## config.mk

```make
export PLATFORM = sky130hd
export DESIGN_NAME = debug_program_loader_flat
export DESIGN_NICKNAME = d
export VERILOG_FILES = /design/src/rtl/debug_loader_pkg.sv /design/src/rtl/debug_program_loader_if.sv /design/src/rtl/byte_serializer.sv /design/src/rtl/debug_program_loader.sv /design/src/flat_wrapper.sv
export SDC_FILE = /design/constraint.sdc
export NUM_CORES = 1
export LEC_CHECK = 0
export CAP_MARGIN = 20
export CORE_MARGIN = 4
export CORE_UTILIZATION = 61
export CTS_BUF_LIST = sky130_fd_sc_hd__clkbuf_2 sky130_fd_sc_hd__clkbuf_4 sky130_fd_sc_hd__clkbuf_8
export CTS_CLUSTER_DIAMETER = 100
export DETAILED_ROUTE_END_ITERATION = 16
export GPL_TIMING_DRIVEN = 0
export PLACE_DENSITY = 0.88
export SYNTH_ARGS = -nofsm -noshare
export SYNTH_HDL_FRONTEND = slang
export SYNTH_SLANG_ARGS = --single-unit
export TNS_END_PERCENT = 100
```

## constraint.sdc

```tcl
create_clock -name CLK100MHZ -period 3.7 [get_ports CLK100MHZ]
set_clock_uncertainty 0.05 [all_clocks]
set_input_delay 0.74 -clock CLK100MHZ [delete_from_list [all_inputs] [get_ports CLK100MHZ]]
set_output_delay 0.74 -clock CLK100MHZ [all_outputs]
set_load 0.01 [all_outputs]
```

## src/rtl/debug_loader_pkg.sv

```systemverilog
`default_nettype none
// ------------------------------------------------------------------
// debug_loader_pkg: shared states, command bytes and helpers for the
// debug program loader.                                  Rev 1.0
// ------------------------------------------------------------------
package debug_loader_pkg;

  typedef enum logic [3:0] {
    ST_IDLE       = 4'd0,
    ST_SEND_START = 4'd1,
    ST_FETCH      = 4'd2,
    ST_SEND_WORD  = 4'd3,
    ST_SEND_MODE  = 4'd4,
    ST_STEP_WAIT  = 4'd5,
    ST_SEND_STEP  = 4'd6,
    ST_DONE       = 4'd7,
    ST_ERROR      = 4'd8
  } loader_state_t;

  localparam logic [7:0] c_CMD_START        = 8'h01;
  localparam logic [7:0] c_CMD_CONTINUOUS   = 8'h02;
  localparam logic [7:0] c_CMD_STEP_BY_STEP = 8'h03;
  localparam logic [7:0] c_CMD_STEP         = 8'h06;

  localparam logic [5:0] c_HALT_OPCODE = 6'b111111;

  function automatic logic is_halt_opcode(input logic [5:0] op);
    return op == c_HALT_OPCODE;
  endfunction

  function automatic logic is_send_state(input loader_state_t s);
    return (s == ST_SEND_START) || (s == ST_SEND_WORD) ||
           (s == ST_SEND_MODE)  || (s == ST_SEND_STEP);
  endfunction

  function automatic logic is_busy_state(input loader_state_t s);
    return !((s == ST_IDLE) || (s == ST_DONE) || (s == ST_ERROR));
  endfunction

endpackage
`default_nettype wire

```

## src/rtl/debug_program_loader_if.sv

```systemverilog
`default_nettype none
// ------------------------------------------------------------------
// debug_program_loader_if: word-source and UART TX handshakes of the
// program loader. master = loader side.                  Rev 1.0
// ------------------------------------------------------------------
interface debug_program_loader_if #(
  parameter int LEN = 32
) ();
  logic [LEN-1:0] word_data;
  logic           word_valid;
  logic           word_ready;
  logic [7:0]     tx_data;
  logic           tx_start;
  logic           tx_done;

  modport master (
    input  word_data, word_valid, tx_done,
    output word_ready, tx_data, tx_start
  );

  modport slave (
    output word_data, word_valid, tx_done,
    input  word_ready, tx_data, tx_start
  );
endinterface
`default_nettype wire

```

## src/rtl/byte_serializer.sv

```systemverilog
`default_nettype none
// ------------------------------------------------------------------
// byte_serializer: sends a LEN-bit word (or its low byte only) LSB
// first over a tx_start/tx_done handshake.               Rev 1.0
// ------------------------------------------------------------------
module byte_serializer #(
  parameter int LEN = 32
) (
  input  logic           clk,
  input  logic           rst_n,
  input  logic           load,
  input  logic           single,
  input  logic [LEN-1:0] data,
  input  logic           flush,
  input  logic           tx_done,
  output logic [7:0]     tx_data,
  output logic           tx_start,
  output logic           last_byte,
  output logic           word_sent
);

  localparam logic [2:0] c_LAST_IDX = 3'(LEN / 8 - 1);

  logic [LEN-1:0] r_shift;
  logic [2:0]     r_idx;
  logic           r_single;
  logic           r_pending;
  logic           r_tx_start;
  logic           r_word_sent;

  assign last_byte = r_single || (r_idx == c_LAST_IDX);
  assign tx_data   = r_shift[7:0];
  assign tx_start  = r_tx_start;
  assign word_sent = r_word_sent;

  // r_pending forces one low cycle on tx_start between consecutive bytes
  always_ff @(posedge clk or negedge rst_n) begin
    if (!rst_n) begin
      r_shift     <= '0;
      r_idx       <= '0;
      r_single    <= 1'b0;
      r_pending   <= 1'b0;
      r_tx_start  <= 1'b0;
      r_word_sent <= 1'b0;
    end else begin
      r_word_sent <= 1'b0;
      if (flush) begin
        r_tx_start <= 1'b0;
        r_pending  <= 1'b0;
      end else if (load) begin
        r_shift    <= data;
        r_idx      <= '0;
        r_single   <= single;
        r_tx_start <= 1'b1;
        r_pending  <= 1'b0;
      end else if (r_tx_start && tx_done) begin
        r_tx_start <= 1'b0;
        if (last_byte) begin
          r_word_sent <= 1'b1;
        end else begin
          r_shift   <= r_shift >> 8;
          r_idx     <= r_idx + 3'd1;
          r_pending <= 1'b1;
        end
      end else if (r_pending) begin
        r_tx_start <= 1'b1;
        r_pending  <= 1'b0;
      end
    end
  end

endmodule
`default_nettype wire

```

## src/rtl/debug_program_loader.sv

```systemverilog
`default_nettype none
// ------------------------------------------------------------------
// debug_program_loader: streams program words and debug commands to a
// UART TX. Optional tx_done watchdog: DEBUG_LOADER_WATCHDOG_EN. Rev 1.0
// ------------------------------------------------------------------
module debug_program_loader
  import debug_loader_pkg::*;
#(
  parameter int LEN            = 32,
  parameter int MAX_WORDS      = 1024,
  parameter int TIMEOUT_CYCLES = 2000000
) (
  input  logic                               CLK100MHZ,
  input  logic                               SWITCH_RESET,
  input  logic                               start,
  input  logic                               step_mode,
  input  logic                               step_req,
  input  logic                               abort,
  debug_program_loader_if.master             bus,
  output logic                               busy,
  output logic                               done,
  output logic                               error,
  output logic [$clog2(MAX_WORDS+1)-1:0]     words_sent
);

  localparam int                c_CNT_W    = $clog2(MAX_WORDS + 1);
  localparam logic [c_CNT_W-1:0] c_MAX_CNT  = c_CNT_W'(MAX_WORDS);
  localparam logic [c_CNT_W-1:0] c_MAX_LAST = c_CNT_W'(MAX_WORDS - 1);

  loader_state_t        r_state;
  loader_state_t        w_nx;
  logic [LEN-1:0]       r_word;
  logic                 r_step_mode;
  logic                 r_load;
  logic                 r_busy;
  logic                 r_done;
  logic                 r_error;
  logic [c_CNT_W-1:0]   r_words_sent;

  logic [LEN-1:0]       w_ser_data;
  logic                 w_single;
  logic                 w_flush;
  logic                 w_tx_start;
  logic                 w_last_byte;
  logic                 w_word_sent;
  logic                 w_word_done;
  logic                 w_halt;
  logic                 w_timeout;

  assign w_halt      = is_halt_opcode(r_word[LEN-1 -: 6]);
  assign w_single    = (r_state != ST_SEND_WORD);
  assign w_word_done = w_word_sent && w_last_byte;
  assign w_flush     = abort || w_timeout;

  assign bus.word_ready = (r_state == ST_FETCH) && bus.word_valid && !abort;
  assign bus.tx_start   = w_tx_start;

  assign busy       = r_busy;
  assign done       = r_done;
  assign error      = r_error;
  assign words_sent = r_words_sent;

  always_comb begin
    w_ser_data = '0;
    case (r_state)
      ST_SEND_WORD:  w_ser_data      = r_word;
      ST_SEND_START: w_ser_data[7:0] = c_CMD_START;
      ST_SEND_MODE:  w_ser_data[7:0] = r_step_mode ? c_CMD_STEP_BY_STEP : c_CMD_CONTINUOUS;
      ST_SEND_STEP:  w_ser_data[7:0] = c_CMD_STEP;
      default:       w_ser_data      = '0;
    endcase
  end

`ifdef DEBUG_LOADER_WATCHDOG_EN
  localparam int               c_WD_W    = $clog2(TIMEOUT_CYCLES + 1);
  localparam logic [c_WD_W-1:0] c_WD_LAST = c_WD_W'(TIMEOUT_CYCLES - 1);

  logic [c_WD_W-1:0] r_wd_cnt;

  // Fires on the TIMEOUT_CYCLES-th consecutive cycle of tx_start without tx_done
  assign w_timeout = w_tx_start && !bus.tx_done && (r_wd_cnt == c_WD_LAST);

  always_ff @(posedge CLK100MHZ or negedge SWITCH_RESET) begin
    if (!SWITCH_RESET) begin
      r_wd_cnt <= '0;
    end else if (!w_tx_start || bus.tx_done || w_timeout || abort) begin
      r_wd_cnt <= '0;
    end else begin
      r_wd_cnt <= r_wd_cnt + 1'b1;
    end
  end
`else
  assign w_timeout = 1'b0;
`endif

  always_comb begin
    w_nx = r_state;
    case (r_state)
      ST_IDLE:       if (start) w_nx = ST_SEND_START;
      ST_SEND_START: if (w_word_done) w_nx = ST_FETCH;
      ST_FETCH:      if (bus.word_valid) w_nx = ST_SEND_WORD;
      ST_SEND_WORD: begin
        if (w_word_done) begin
          if (w_halt)                          w_nx = ST_SEND_MODE;
          else if (r_words_sent >= c_MAX_LAST) w_nx = ST_ERROR;
          else                                 w_nx = ST_FETCH;
        end
      end
      ST_SEND_MODE:  if (w_word_done) w_nx = r_step_mode ? ST_STEP_WAIT : ST_DONE;
      ST_STEP_WAIT:  if (step_req) w_nx = ST_SEND_STEP;
      ST_SEND_STEP:  if (w_word_done) w_nx = ST_STEP_WAIT;
      ST_DONE,
      ST_ERROR:      if (start) w_nx = ST_IDLE;
      default:       w_nx = ST_IDLE;
    endcase
    if (w_timeout) w_nx = ST_ERROR;
    if (abort)     w_nx = ST_IDLE;
  end

  // Status flags and the serializer load strobe are decoded from the next state
  always_ff @(posedge CLK100MHZ or negedge SWITCH_RESET) begin
    if (!SWITCH_RESET) begin
      r_state      <= ST_IDLE;
      r_word       <= '0;
      r_step_mode  <= 1'b0;
      r_load       <= 1'b0;
      r_busy       <= 1'b0;
      r_done       <= 1'b0;
      r_error      <= 1'b0;
      r_words_sent <= '0;
    end else begin
      r_state <= w_nx;
      r_load  <= (w_nx != r_state) && is_send_state(w_nx);
      r_busy  <= is_busy_state(w_nx);
      r_done  <= (w_nx == ST_DONE);
      r_error <= (w_nx == ST_ERROR);
      if ((r_state == ST_IDLE) && (w_nx == ST_SEND_START)) begin
        r_words_sent <= '0;
        r_step_mode  <= step_mode;
      end
      if (bus.word_ready) r_word <= bus.word_data;
      if ((r_state == ST_SEND_WORD) && w_word_done && (r_words_sent != c_MAX_CNT))
        r_words_sent <= r_words_sent + 1'b1;
    end
  end

  byte_serializer #(
    .LEN (LEN)
  ) u_byte_serializer (
    .clk       (CLK100MHZ),
    .rst_n     (SWITCH_RESET),
    .load      (r_load),
    .single    (w_single),
    .data      (w_ser_data),
    .flush     (w_flush),
    .tx_done   (bus.tx_done),
    .tx_data   (bus.tx_data),
    .tx_start  (w_tx_start),
    .last_byte (w_last_byte),
    .word_sent (w_word_sent)
  );

endmodule
`default_nettype wire

```

## src/flat_wrapper.sv

```systemverilog
// flat-port wrapper written by rule: the top's interface ports become plain ports
module debug_program_loader_flat import debug_loader_pkg::*;
#(
  parameter int LEN            = 32,
  parameter int MAX_WORDS      = 1024,
  parameter int TIMEOUT_CYCLES = 2000000
)
  (CLK100MHZ, SWITCH_RESET, start, step_mode, step_req, abort, busy, done, error, words_sent, bus_word_data, bus_word_valid, bus_tx_done, bus_word_ready, bus_tx_data, bus_tx_start);
  debug_program_loader_if #(.LEN(LEN)) bus_i ();
  input  logic CLK100MHZ;
  input  logic SWITCH_RESET;
  input  logic start;
  input  logic step_mode;
  input  logic step_req;
  input  logic abort;
  output logic busy;
  output logic done;
  output logic error;
  output logic [$clog2(MAX_WORDS+1)-1:0] words_sent;
  input wire logic [$bits(bus_i.word_data)-1:0] bus_word_data;
  input wire logic [$bits(bus_i.word_valid)-1:0] bus_word_valid;
  input wire logic [$bits(bus_i.tx_done)-1:0] bus_tx_done;
  output wire logic [$bits(bus_i.word_ready)-1:0] bus_word_ready;
  output wire logic [$bits(bus_i.tx_data)-1:0] bus_tx_data;
  output wire logic [$bits(bus_i.tx_start)-1:0] bus_tx_start;
  assign bus_i.word_data = bus_word_data;
  assign bus_i.word_valid = bus_word_valid;
  assign bus_i.tx_done = bus_tx_done;
  assign bus_word_ready = bus_i.word_ready;
  assign bus_tx_data = bus_i.tx_data;
  assign bus_tx_start = bus_i.tx_start;
  debug_program_loader #(.LEN(LEN), .MAX_WORDS(MAX_WORDS), .TIMEOUT_CYCLES(TIMEOUT_CYCLES)) u_core (.CLK100MHZ(CLK100MHZ), .SWITCH_RESET(SWITCH_RESET), .start(start), .step_mode(step_mode), .step_req(step_req), .abort(abort), .bus(bus_i), .busy(busy), .done(done), .error(error), .words_sent(words_sent));
endmodule
```

==> metrics.txt <==
# TYPE chip_impl_metric gauge
chip_impl_metric{name="timing.final.setup_violations",unit=""} 0
chip_impl_metric{name="syn_area_per_cell",unit="µm²"} 10.1
chip_impl_metric{name="crit_arrival",unit="ns"} 2.75
chip_impl_metric{name="placeableCoreArea",unit="µm²"} 6870
chip_impl_info{name="top_cells_by_count_synth",value="dfrtp_1 (91), nand2_1 (58), o21ai_0 (49)"} 1
chip_impl_metric{name="placementRows",unit=""} 30
chip_impl_info{name="yosysTopAreaCell",value="dfrtp_1"} 1
chip_impl_metric{name="synth.cell_area",unit="µm²"} 4350
chip_impl_metric{name="drive_gt1_share",unit="%"} 15.9
chip_impl_metric{name="grt_start_max_net_pins",unit=""} 53
chip_impl_info{name="setup_repair_after_global_routing_missed_its_margin",value="no"} 1
chip_impl_metric{name="synth-warning-count",unit=""} 0
chip_impl_metric{name="max-slew-margin-rel",unit="%"} 60.8
chip_impl_metric{name="cts-resized-gates",unit=""} 0
chip_impl_metric{name="drtPass1Iterations",unit=""} 4
chip_impl_metric{name="post-route-period-util",unit="%"} 95.8
chip_impl_metric{name="p_leak",unit="µW"} 0.00241
chip_impl_metric{name="clk_path_buf_depth",unit=""} 2
chip_impl_info{name="synthMostInstantiatedCell",value="dfrtp_1"} 1
chip_impl_metric{name="placedInstanceArea",unit="µm²"} 5130
chip_impl_metric{name="grt-ovfl-total",unit=""} 0
chip_impl_metric{name="flow.area_growth_from_synthesis",unit="%"} 23.0
chip_impl_metric{name="start_util",unit="%"} 63.4
chip_impl_metric{name="max_fclk",unit="MHz"} 282
chip_impl_metric{name="slew_violations",unit=""} 0
chip_impl_metric{name="io_buffers",unit=""} 63
chip_impl_metric{name="clkTransAtPathRegs",unit="ns"} 0.09
chip_impl_info{name="r2r-end",value="u_core.u_byte_serializer.r_shift[16]"} 1
chip_impl_metric{name="final.min_clock_period",unit="ns"} 3.54
chip_impl_metric{name="via_count",unit=""} 3582
chip_impl_metric{name="die_h",unit="µm"} 92.5
chip_impl_metric{name="antenna_found_initial",unit=""} 0
chip_impl_metric{name="clkLatencyLatePin",unit="ns"} 0.36
chip_impl_metric{name="grtUsageMet3",unit="%"} 3.57
chip_impl_info{name="startpoint",value="abort"} 1
chip_impl_metric{name="yosysSeqAreaShare",unit="%"} 52.3
chip_impl_info{name="timing_worst_setup_path_type",value="in -> out"} 1
chip_impl_metric{name="synth_top_area_share",unit="%"} 52.3
chip_impl_metric{name="viasPerCell",unit=""} 5.92
chip_impl_info{name="cp-start-kind",value="primary input"} 1
chip_impl_info{name="tritoncts",value="done"} 1
chip_impl_info{name="run_status",value="finished, final reports clean"} 1
chip_impl_metric{name="critical_path_rt",unit="ns"} 2.91
chip_impl_metric{name="die_width",unit="µm"} 92.5
chip_impl_metric{name="grt.met2_usage",unit="%"} 42.5
chip_impl_metric{name="synth.ff_latch_count",unit=""} 91
chip_impl_metric{name="antenna_cells_inserted",unit=""} 0
chip_impl_metric{name="postLayoutCellArea",unit="µm²"} 5360
chip_impl_metric{name="ioPinCount",unit=""} 64
chip_impl_metric{name="syn-num-nets",unit=""} 473
chip_impl_metric{name="wirelength",unit="µm"} 10100
chip_impl_metric{name="power.ir.vdd_worst",unit="µV"} 337
chip_impl_metric{name="cts_post_setup_buffers_inserted",unit=""} 0
chip_impl_metric{name="h-tree-depth",unit=""} 3
chip_impl_metric{name="avgRoutedWirePerCell",unit="µm"} 16.7
chip_impl_metric{name="synth-edff-count",unit=""} 0
chip_impl_metric{name="critPathMaxFanout",unit=""} 10
chip_impl_metric{name="gp_routability_congestion",unit=""} 0.864
chip_impl_metric{name="grt_util_met1",unit="%"} 34.9
chip_impl_metric{name="postRouteAntennaNets",unit=""} 0
chip_impl_metric{name="grt_util_all_layers",unit="%"} 25.6
chip_impl_metric{name="final_std_cells_w_o_fill",unit=""} 605
chip_impl_metric{name="fin_nets",unit=""} 548
chip_impl_metric{name="synth_unique_cells",unit=""} 52
chip_impl_metric{name="cts_hold_repair.buffers",unit=""} 0
chip_impl_metric{name="postSynth.asyncResetShare",unit="%"} 100
chip_impl_metric{name="cellPowerDensity",unit="nW/µm²"} 430
chip_impl_metric{name="postSynthCellCount",unit=""} 429
chip_impl_metric{name="die_area",unit="µm²"} 8550
chip_impl_metric{name="numCtsBuffers",unit=""} 9
chip_impl_metric{name="transition_at_the_pin_with_the_smallest_max_transition_slack",unit="ns"} 0.580
chip_impl_metric{name="numPlacedInstances",unit=""} 589
chip_impl_info{name="hold_class",value="in -> async"} 1
chip_impl_metric{name="setup.reg_to_reg.worst_slack",unit="ns"} 1.32
chip_impl_info{name="r2r-start",value="u_core.u_byte_serializer.r_idx[0]"} 1
chip_impl_metric{name="detailedPlacementHpwl",unit="µm"} 7120
chip_impl_metric{name="max_cap_viol_count",unit=""} 0
chip_impl_metric{name="first_global_vias",unit=""} 3624
chip_impl_metric{name="ff2ff_path_depth",unit=""} 9
chip_impl_info{name="most_congested_layer_reported_by_global_routing",value="met2"} 1
chip_impl_info{name="postSynth.topFlopCell",value="dfrtp_1"} 1
chip_impl_metric{name="finalHoldViolations",unit=""} 0
chip_impl_metric{name="drc",unit=""} 0
chip_impl_metric{name="drt_iter0_drc",unit=""} 190
chip_impl_info{name="critical_path.endpoint_type",value="output port"} 1
chip_impl_info{name="cts_root_buffer",value="clkbuf_8"} 1
chip_impl_info{name="ys_top_cells_by_area",value="dfrtp_1 (52%), mux2_2 (8.3%), o21ai_0 (5.6%)"} 1
chip_impl_metric{name="grt_first_pass_wirelength",unit="µm"} 17500
chip_impl_metric{name="numClockSinks",unit=""} 91
## registers in the layout, summed over array words and instances, names as in the netlist, 3 cells and up
register and flops:
u_core.r_word 32, u_core.words_sent 11, u_core.r_state 4, u_core.u_byte_serializer.r_shift 32
u_core.u_byte_serializer.r_idx 3
## worst max-delay path by stage
stage / endpoint / slack, ns / cells after the start
global route: bus_word_ready / 0.06 / 5
detailed placement: bus_word_ready / 0.18 / 5
floorplan: bus_word_ready / 1.37 / 3
CTS: bus_word_ready / 0.17 / 5
global placement: u_core.r_word[6] / -1.31 / 1
finish: bus_word_ready / 0.16 / 5
## through the flow
| stage | setup TNS, ns | setup WS [ns] | power [µW] | hold slack (ns) | util [%] |
|---|---|---|---|---|---|
| floorplan | 0 | 1.37 | 1370 | 0.394 | - |
| global placement | -118.65 | -1.31 | 1540 | 0.415 | 74.3 |
| detailed placement | 0 | 0.182 | 1560 | 0.424 | 74.7 |
| CTS | 0 | 0.167 | 2300 | 0.303 | 78.0 |
| global route | 0 | 0.0647 | 2410 | 0.326 | 78.0 |
| finish | 0 | 0.156 | 2300 | 0.288 | 78.0 |
## where the power goes
part	internal (µW)	total (µW)	switching, µW
logic	214	388	174
clock network	401	757	356
registers	1100	1160	62.4
## placed cells by master, fill, tap and decap left out, types with 3 or more instances in the layout
master	instances
dfrtp_1	91
clkdlybuf4s50_1	62
nand2_1	58
o21ai_0	49
mux2_2	32
a21oi_1	31
and3_1	25
nor2_1	20
clkbuf_1	16
buf_4	13
clkbuf_8	9
nor3_1	8
a31oi_1	8
nand3_1	6
inv_1	5
buf_2	5
nor2b_1	5
o31ai_1	5
nor4_1	4
ha_1	4
nand2b_1	3
## worst max-delay path, cell delays in order
cell,delay (ns)
clkdlybuf4s50_1,0.47
or3_4,0.37
nor3_4,0.27
buf_2,0.31
clkdlybuf4s50_1,0.58
## cell type report
type | instances | area (µm²)
multi-input combinational | 297 | 1870
clock inverter | 5 | 86.3
tap | 96 | 120
timing repair buffer | 64 | 656
sequential | 91 | 2280
buffer | 35 | 184
clock buffer | 11 | 139
fill | 461 | 1510
inverter | 6 | 22.5
## metal layers
metal  part of all wire [%]  wire (µm)
met5                      0          0
met3                    5.1        515
met4                    1.9        189
met1                     43       4360
met2                     50       5020
## logic make-up after synthesis
kind of cell             count (synthesis)  synth area share [%]
AND/OR/NAND/NOR                        146                  17.7
AO/OA/AOI/OAI                          110                  14.7
flip-flops                              91                  52.3
buffers and inverters                   41                  4.74
multiplexers                            34                  8.79
adder cells (fa/ha/maj)                  4                  1.15
XOR/XNOR                                 3                 0.604
No activity file was read; power rests on OpenSTA's default activity.
